$ cat src/rtl/ece369_pipe_pkg.sv
// rtl/ece369_pipe_pkg.sv - shared state encodings and constants for the pipeline-stage registers
package ece369_pipe_pkg;

  localparam int STATE_W = 2;

  localparam logic [STATE_W-1:0] ST_EMPTY = 2'd0;
  localparam logic [STATE_W-1:0] ST_BUSY  = 2'd1;
  localparam logic [STATE_W-1:0] ST_FULL  = 2'd2;

  localparam logic [31:0] MIPS_NOP = 32'h0000_0000;

  // Decode sees a live instruction in every occupied state.
  function automatic logic state_has_main(input logic [STATE_W-1:0] st);
    return (st == ST_BUSY) || (st == ST_FULL);
  endfunction

endpackage

$ cat src/rtl/sat_counter.sv
// rtl/sat_counter.sv - saturating event counter shared by the pipeline-stage registers
module sat_counter #(
  parameter int WIDTH = 16
) (
  input  logic             Clk,
  input  logic             Rst,
  input  logic             inc,
  output logic [WIDTH-1:0] count
);

  always_ff @(posedge Clk) begin
    if (Rst) begin
      count <= '0;
    end else if (inc && (count != '1)) begin
      count <= count + WIDTH'(1);
    end
  end

endmodule

$ cat src/rtl/ifid_skid_stage.sv
// rtl/ifid_skid_stage.sv - IF/ID register as a two-entry skid buffer with flush-to-NOP and stall counter
module ifid_skid_stage
  import ece369_pipe_pkg::*;
#(
  parameter int                 PC_W        = 32,
  parameter int                 INSTR_W     = 32,
  parameter logic [INSTR_W-1:0] NOP_VAL     = INSTR_W'(MIPS_NOP),
  parameter int                 STALL_CNT_W = 16
) (
  input  logic                   Clk,
  input  logic                   Rst,
  input  logic                   Flush,
  input  logic                   In_Valid,
  output logic                   In_Ready,
  input  logic [PC_W-1:0]        In_PC,
  input  logic [INSTR_W-1:0]     In_Instr,
  output logic                   Out_Valid,
  input  logic                   Out_Ready,
  output logic [PC_W-1:0]        Out_PC,
  output logic [INSTR_W-1:0]     Out_Instr,
  output logic [STALL_CNT_W-1:0] Stall_Count
);

  logic [STATE_W-1:0] state;
  logic [STATE_W-1:0] state_nxt;

  logic [PC_W-1:0]    main_pc;
  logic [INSTR_W-1:0] main_instr;
  logic [PC_W-1:0]    skid_pc;
  logic [INSTR_W-1:0] skid_instr;
  logic               in_ready_q;

  logic in_xfer;
  logic out_xfer;
  logic load_main_in;
  logic load_main_skid;
  logic load_skid;

  assign Out_Valid = state_has_main(state);
  assign In_Ready  = in_ready_q;
  assign Out_PC    = main_pc;
  assign Out_Instr = main_instr;

  assign in_xfer  = In_Valid & in_ready_q;
  assign out_xfer = Out_Valid & Out_Ready;

  always_comb begin
    state_nxt      = state;
    load_main_in   = 1'b0;
    load_main_skid = 1'b0;
    load_skid      = 1'b0;
    case (state)
      ST_EMPTY: begin
        if (in_xfer) begin
          state_nxt    = ST_BUSY;
          load_main_in = 1'b1;
        end
      end
      ST_BUSY: begin
        if (in_xfer && out_xfer) begin
          load_main_in = 1'b1;
        end else if (in_xfer) begin
          state_nxt = ST_FULL;
          load_skid = 1'b1;
        end else if (out_xfer) begin
          state_nxt = ST_EMPTY;
        end
      end
      ST_FULL: begin
        if (out_xfer) begin
          state_nxt      = ST_BUSY;
          load_main_skid = 1'b1;
        end
      end
      default: state_nxt = ST_EMPTY;
    endcase
  end

  // Flush leaves In_PC on the bubble so decode still sees a sensible PC.
  always_ff @(posedge Clk) begin
    if (Rst) begin
      state      <= ST_EMPTY;
      main_pc    <= '0;
      main_instr <= NOP_VAL;
      skid_pc    <= '0;
      skid_instr <= '0;
      in_ready_q <= 1'b1;
    end else if (Flush) begin
      state      <= ST_EMPTY;
      main_pc    <= In_PC;
      main_instr <= NOP_VAL;
      skid_pc    <= '0;
      skid_instr <= '0;
      in_ready_q <= 1'b1;
    end else begin
      state      <= state_nxt;
      in_ready_q <= (state_nxt != ST_FULL);
      if (load_main_in) begin
        main_pc    <= In_PC;
        main_instr <= In_Instr;
      end else if (load_main_skid) begin
        main_pc    <= skid_pc;
        main_instr <= skid_instr;
      end
      if (load_skid) begin
        skid_pc    <= In_PC;
        skid_instr <= In_Instr;
      end
    end
  end

  sat_counter #(
    .WIDTH(STALL_CNT_W)
  ) u_stall_cnt (
    .Clk  (Clk),
    .Rst  (Rst),
    .inc  (Out_Valid & ~Out_Ready & ~Flush),
    .count(Stall_Count)
  );

endmodule
$ cat config.mk
export PLATFORM = sky130hd
export DESIGN_NAME = ifid_skid_stage
export DESIGN_NICKNAME = d
export VERILOG_FILES = /design/src/rtl/ece369_pipe_pkg.sv /design/src/rtl/sat_counter.sv /design/src/rtl/ifid_skid_stage.sv
export SDC_FILE = /design/constraint.sdc
export NUM_CORES = 1
export LEC_CHECK = 0
export CAP_MARGIN = 20
export CORE_ASPECT_RATIO = 0.7
export CORE_UTILIZATION = 55
export CTS_BUF_LIST = sky130_fd_sc_hd__clkbuf_4 sky130_fd_sc_hd__clkbuf_8
export DETAILED_ROUTE_END_ITERATION = 8
export GPL_ROUTABILITY_DRIVEN = 0
export HOLD_SLACK_MARGIN = 0.05
export PLACE_DENSITY = 0.9
export SKIP_CTS_REPAIR_TIMING = 1
export SLEW_MARGIN = 20
export SYNTH_ARGS = -nofsm -noshare
export SYNTH_HDL_FRONTEND = slang
export SYNTH_SLANG_ARGS = --single-unit
$ cat constraint.sdc
create_clock -name Clk -period 6.3 [get_ports Clk]
set_clock_uncertainty 0.1 [all_clocks]
set_input_delay 1.26 -clock Clk [delete_from_list [all_inputs] [get_ports Clk]]
set_output_delay 1.26 -clock Clk [all_outputs]
set_load 0.01 [all_outputs]
==> results.cfg, run 1 <==
[power]
p_sw_uw = 505
p_leak_uw = 0.00257
p_per_area_nw_per_um2 = 257
pwr-share-comb = 0.109
clockPowerShare = 0.414
ir_worst_vdd_uv = 156
power_uw = 2050
swShare = 0.247
seqPwrFrac = 0.477
internal_power_uw = 1540

[clocking]
clk_latency_ns = 0.45
clock-sinks = 147
htreeDepth = 4
cts_buffer_depth = 2
cts_buffers = 17
cts-root-buf = clkbuf_8
clk_pin_slew_worst_paths_ns = 0.08
cts_tree = done

[timing]
period_needed_ns = 3.33
maxClockFrequency_ghz = 0.300
relSlewSlack = 0.286
drv_slew = 0
post-route-period-util = 0.529
worst_slew_pin_slew_ns = 1.07
final_hold_viol_count = 0
rsz0062_at_grt = no
tns_ns = 0
setup_viol = 0

[floorplanning]
core_sq_um = 10500
num_rows = 31
fp.dieW_um = 127
die_h_um = 89.6
dieArea_sq_um = 11400
ioPinCount = 151
start_util = 0.573

[cells_and_area]
diodes = 0
fin_cells = 1033
n_fill_cell = 740
fin_area_sq_um = 7970
area_growth_syn_to_layout_pct = 32.4
fin_nets = 946
drive_gt1_frac = 0.0554

[synthesis]
synth_edf_count = 0
yosys-top-cells-count = nand2_1 (205), dfxtp_1 (147), a21oi_1 (80)
synth_seq_cells = 147
netlist_area_sq_um = 6020
ys_warn_count = 0
yosysMostFrequentCell = nand2_1
synth_cell_types = 36
synth-seq-area-share = 0.489
synth_nets = 841
synth_top_area_cell = dfxtp_1
syn_avg_cell_area_sq_um = 7.85
synth.area.top_cells = dfxtp_1 (49%), nand2_1 (13%), a311oi_1 (9.3%)
syn_inst = 767
async_flop_share = 0
synth_top_area_share = 0.489
ys_dominant_reg_cell = dfxtp_1

[route]
vias_per_cell = 5.89
wire_per_inst_um = 16.3
dr.pass1.iters = 5
drt_iter0_drc = 505
drtAntennaViolNets = 0
wirelength_um = 16800
via_count = 6085
drc = 0

[grt]
grt_overflow = 0
grt_util_met3 = 0.0700
grt_pass1_wl_um = 26900
grt_use_total = 0.298
grt.met1_usage = 0.392
grt_pass1_vias = 5523
grt_most_used_layer = met2
grt_use_met2 = 0.498
grt_max_degree = 97
grt_antenna_before_repair = 0

[place]
dp.cells = 1001
placed_area_sq_um = 7500
dpl.hpwl_um = 10600
portBuffers = 150

[setup_path]
cp_top_family = buffers and inverters
cp_cell_sequence = inv_1 -> ha_1 -> clkdlybuf4s50_1
cp-start-kind = register
endpoint_kind = primary output
critPathBufInv = 2
crit_arrival_ns = 1.97
cpMaxStageDelayCell = clkdlybuf4s50_1
required_ns = 4.94
slowest_delay_ns = 0.59
critPathKind = reg2out
crit_path_max_fanout = 8

[run_status]
status = finished, final reports clean

[flow_run]
drv_cap = 0

[hold_path]
hp-class = reg2reg
-- final timing paths --
check | startpoint | to | slack (ns) | cells after the start
max | state[0]$_SDFF_PP0_ | Out_Valid | 2.97 | 3
min | skid_instr[24]$_SDFFE_PP0P_ | skid_instr[24]$_SDFFE_PP0P_ | 0.36 | 2
max reg2reg | state[0]$_SDFF_PP0_ | u_stall_cnt.count[14]$_SDFFE_PP0P_ | 3.51 | 6
min reg2reg | skid_instr[24]$_SDFFE_PP0P_ | skid_instr[24]$_SDFFE_PP0P_ | 0.36 | 2
-- cells by family (layout without fill, tap and decap cells) --
logic type	Yosys count	in the layout	share of synthesized area
flip-flops	147	147	0.489
AO/OA/AOI/OAI	170	170	0.190
adder cells (fa/ha/maj)	5	5	0.0104
buffers and inverters	73	191	0.0480
AND/OR/NAND/NOR	372	372	0.263
-- metal layers --
layer  vias to the layer above  routed length [um]
met4                         0                 166
met1                      2856                7300
li1                       2912                   -
met2                       293                7800
met5                         -                   0
met3                        24                1530
-- power groups by stage --
stage	Clock (uW)	Sequential [uW]	Combinational, uW
finish	847	977	224
global placement	0	996	214
CTS	853	977	223
detailed placement	0	998	221
global route	897	981	241
floorplan	0	1010	88.0
-- layout make-up --
type	count	area [sq um]	area share
Clock buffer	17	234	0.0293
Multi-Input combinational cell	547	2840	0.356
Sequential cell	147	2940	0.369
Clock inverter	15	228	0.0286
Tap cell	148	185	0.0232
Inverter	4	15.0	0.00188
Timing Repair Buffer	155	1530	0.192
-- placed cells by master, fill, tap and decap left out, drive strengths merged, types with 2 or more instances in the layout --
cell type / netlist / final
clkinv: 0 / 5
clkdlybuf4s50: 0 / 148
clkbuf: 59 / 17
o21ai: 7 / 7
nand3: 69 / 69
buf: 10 / 7
nand2: 205 / 205
clkinvlp: 0 / 2
nor2: 66 / 66
o41ai: 2 / 2
dfxtp: 147 / 147
o31ai: 9 / 9
nand4: 6 / 6
or3: 7 / 7
inv: 4 / 7
a21oi: 80 / 80
and3: 3 / 3
ha: 5 / 5
bufinv: 0 / 5
or4: 8 / 8
a311oi: 64 / 64
or3b: 2 / 2
-- state kept, by name, indices dropped and copies added (netlist names) --
register           flops
In_Ready               1
Out_Instr             32
Out_PC                32
skid_instr            32
skid_pc               32
state                  2
u_stall_cnt.count     16
-- worst reg2reg max path: cells and delay by family (launching register included) --
kind / cells / cell delay (ns)
compound gates: 1 / 0.19
fa+ha+maj: 1 / 0.45
buf+inv: 1 / 0.09
flops: 1 / 0.40
simple gates: 3 / 1.48
-- metrics by stage --
stage	setup WS [ns]	hold slack (ns)	util
after CTS	2.93	0.359	0.758
final	2.97	0.357	0.758
after detailed placement	2.64	0.347	0.714
after global placement	2.74	0.341	0.713
after floorplan	3.42	0.337	-
after global routing	2.87	0.372	0.758
Power figures use the tool's default switching activity.
==> run 2, diff against run 1 <==
--- a/config.mk
+++ b/config.mk
@@ -7,12 +7,12 @@
 export LEC_CHECK = 0
 export CAP_MARGIN = 20
 export CORE_ASPECT_RATIO = 0.7
-export CORE_UTILIZATION = 55
+export CORE_UTILIZATION = 51
 export CTS_BUF_LIST = sky130_fd_sc_hd__clkbuf_4 sky130_fd_sc_hd__clkbuf_8
 export DETAILED_ROUTE_END_ITERATION = 8
 export GPL_ROUTABILITY_DRIVEN = 0
 export HOLD_SLACK_MARGIN = 0.05
-export PLACE_DENSITY = 0.9
+export PLACE_DENSITY = 0.84
 export SKIP_CTS_REPAIR_TIMING = 1
 export SLEW_MARGIN = 20
 export SYNTH_ARGS = -nofsm -noshare
==> constraint.sdc (replaced) <==
create_clock -name Clk -period 3.3 [get_ports Clk]
set_clock_uncertainty 0.1 [all_clocks]
set_input_delay 0.66 -clock Clk [delete_from_list [all_inputs] [get_ports Clk]]
set_output_delay 0.66 -clock Clk [all_outputs]
set_load 0.01 [all_outputs]
==> results.cfg, run 2 (same netlist as run 1, synthesis figures left out) <==
[hold_path]
whs_path_depth = 2
hp-start = skid_instr[13]$_SDFFE_PP0P_
hp-class = reg2reg
hold_end = skid_instr[13]$_SDFFE_PP0P_

[route]
vias_per_cell = 5.86
dr.pass1.iters = 5
drt_iter0_drc = 639
wire_per_inst_um = 16.2
drc = 0
via_count = 6130
wirelength_um = 17000
drtAntennaViolNets = 0

[cells_and_area]
fin_nets = 954
post-route-util = 0.715
area_growth_syn_to_layout_pct = 33.6
multiInputGateArea_sq_um = 2830
diodes = 0
final_common_cell = nand2_1
layout_common_cells = nand2_1 (203), clkdlybuf4s50_1 (148), dfxtp_1 (147), a21oi_1 (79), nand3_1 (68)
regArea_sq_um = 2940
n_fill_cell = 835
drive_gt1_frac = 0.0638

[setup_path]
endpoint_kind = primary output
crit_path_max_fanout = 8
r2r-end = u_stall_cnt.count[14]$_SDFFE_PP0P_
cp_top_family = buffers and inverters
cp_cell_sequence = inv_1 -> ha_1 -> clkdlybuf4s50_1
worst_r2r_path_depth = 6
crit_arrival_ns = 1.94
r2r-start = state[0]$_SDFF_PP0_
slowest_delay_ns = 0.59
critPathKind = reg2out
critPathBufInv = 2
cp-start-kind = register
required_ns = 2.54
r2r_setup_slack_ns = 0.66
cpMaxStageDelayCell = clkdlybuf4s50_1

[timing]
tns_ns = 0
setup_viol = 0
final_hold_viol_count = 0
post-route-period-util = 0.817
maxClockFrequency_ghz = 0.371
rsz0062_at_grt = no
drv_slew = 0
period_needed_ns = 2.70
relSlewSlack = 0.593
setup_slack_ns = 0.604
worst_slew_pin_slew_ns = 0.610

[clocking]
clk_pin_slew_worst_paths_ns = 0.08
cts_buffer_depth = 2
htreeDepth = 4
clk_latency_ns = 0.43
cts_buffers = 17
cts-root-buf = clkbuf_8
clock-sinks = 147
cts_tree = done

[power]
p_leak_uw = 0.00261
clockPowerShare = 0.392
internal_power_uw = 2850
ir_worst_vdd_uv = 329
pwr-share-comb = 0.116
seqPwrFrac = 0.492
p_sw_uw = 943
swShare = 0.249
p_per_area_nw_per_um2 = 471

[run_status]
status = finished, final reports clean

[floorplanning]
start_util = 0.535
die_h_um = 92.9
core_sq_um = 11300
fp.dieW_um = 132
num_rows = 32
dieArea_sq_um = 12300
ioPinCount = 151

[grt]
grt_pass1_wl_um = 27500
grt_use_total = 0.277
grt_max_degree = 65
grt_pass1_vias = 5537
grt_antenna_before_repair = 0
grt_overflow = 0

[place]
place_ws_ns = 0.368
dpl.hpwl_um = 10900
portBuffers = 150

[flow_run]
drv_cap = 0
[run 2: cell types whose count changed in the layout (fill, tap and decap cells not counted), moves of 2 or more]
cell	delta
bufinv_16	-2
nand2_4	-2
clkinv_4	-2
nand2_2	+2
clkbuf_8	+2
buf_4	+3
buf_12	+5
[run 2: worst register-to-register path, stage by stage, from the launching register on]
cell,delay [ns]
dfxtp_1,0.39
inv_1,0.09
ha_1,0.43
or3b_1,0.54
or3_1,0.46
or4_1,0.43
a21oi_1,0.14
[run 2: power by group through the flow]
stage               sequential, uW  clock [uW]  combinational, uW
floorplan                     1920           0                168
global placement              1900           0                425
detailed placement            1900           0                436
CTS                           1860        1500                439
finish                        1860        1480                441
global route                  1870        1590                474
[run 2: metal layers]
layer,GRT usage,up-vias,part of all wire
met4,0.0853,0,0.0097
met5,0,-,0
met3,0.0613,17,0.098
li1,-,2922,-
met2,0.419,335,0.44
met1,0.393,2856,0.45
[run 2: cell type report]
| cell class | instances | share of cell area |
|---|---|---|
| sequential | 147 | 0.366 |
| tap | 153 | 0.0238 |
| clock buffer | 20 | 0.0334 |
| multi-input combinational | 547 | 0.351 |
| clock inverter | 12 | 0.0191 |
| inverter | 4 | 0.00187 |
| timing repair buffer | 163 | 0.205 |
[run 2: worst max path at each step]
stage                             start                                 end  slack (ns)  cells after the start
finish              state[0]$_SDFF_PP0_                           Out_Valid        0.60                      3
global route        state[0]$_SDFF_PP0_  u_stall_cnt.count[14]$_SDFFE_PP0P_        0.51                      6
CTS                 state[0]$_SDFF_PP0_                           Out_Valid        0.59                      3
detailed placement                Flush  u_stall_cnt.count[14]$_SDFFE_PP0P_        0.37                      5
global placement                  Flush  u_stall_cnt.count[14]$_SDFFE_PP0P_        0.40                      5
floorplan           state[0]$_SDFF_PP0_  u_stall_cnt.count[14]$_SDFFE_PP0P_        0.97                      7
[run 2: per-stage QoR]
stage	cell area [sq um]	hold WS [ns]	power, uW	std cells
6_report	8050	0.360	3790	1046
3_5_place_dp	7630	0.347	2340	1014
5_1_grt	8050	0.372	3930	1046
3_3_place_gp	7630	0.341	2330	1014
2_1_floorplan	6020	0.337	2090	767
4_1_cts	8050	0.358	3810	1046
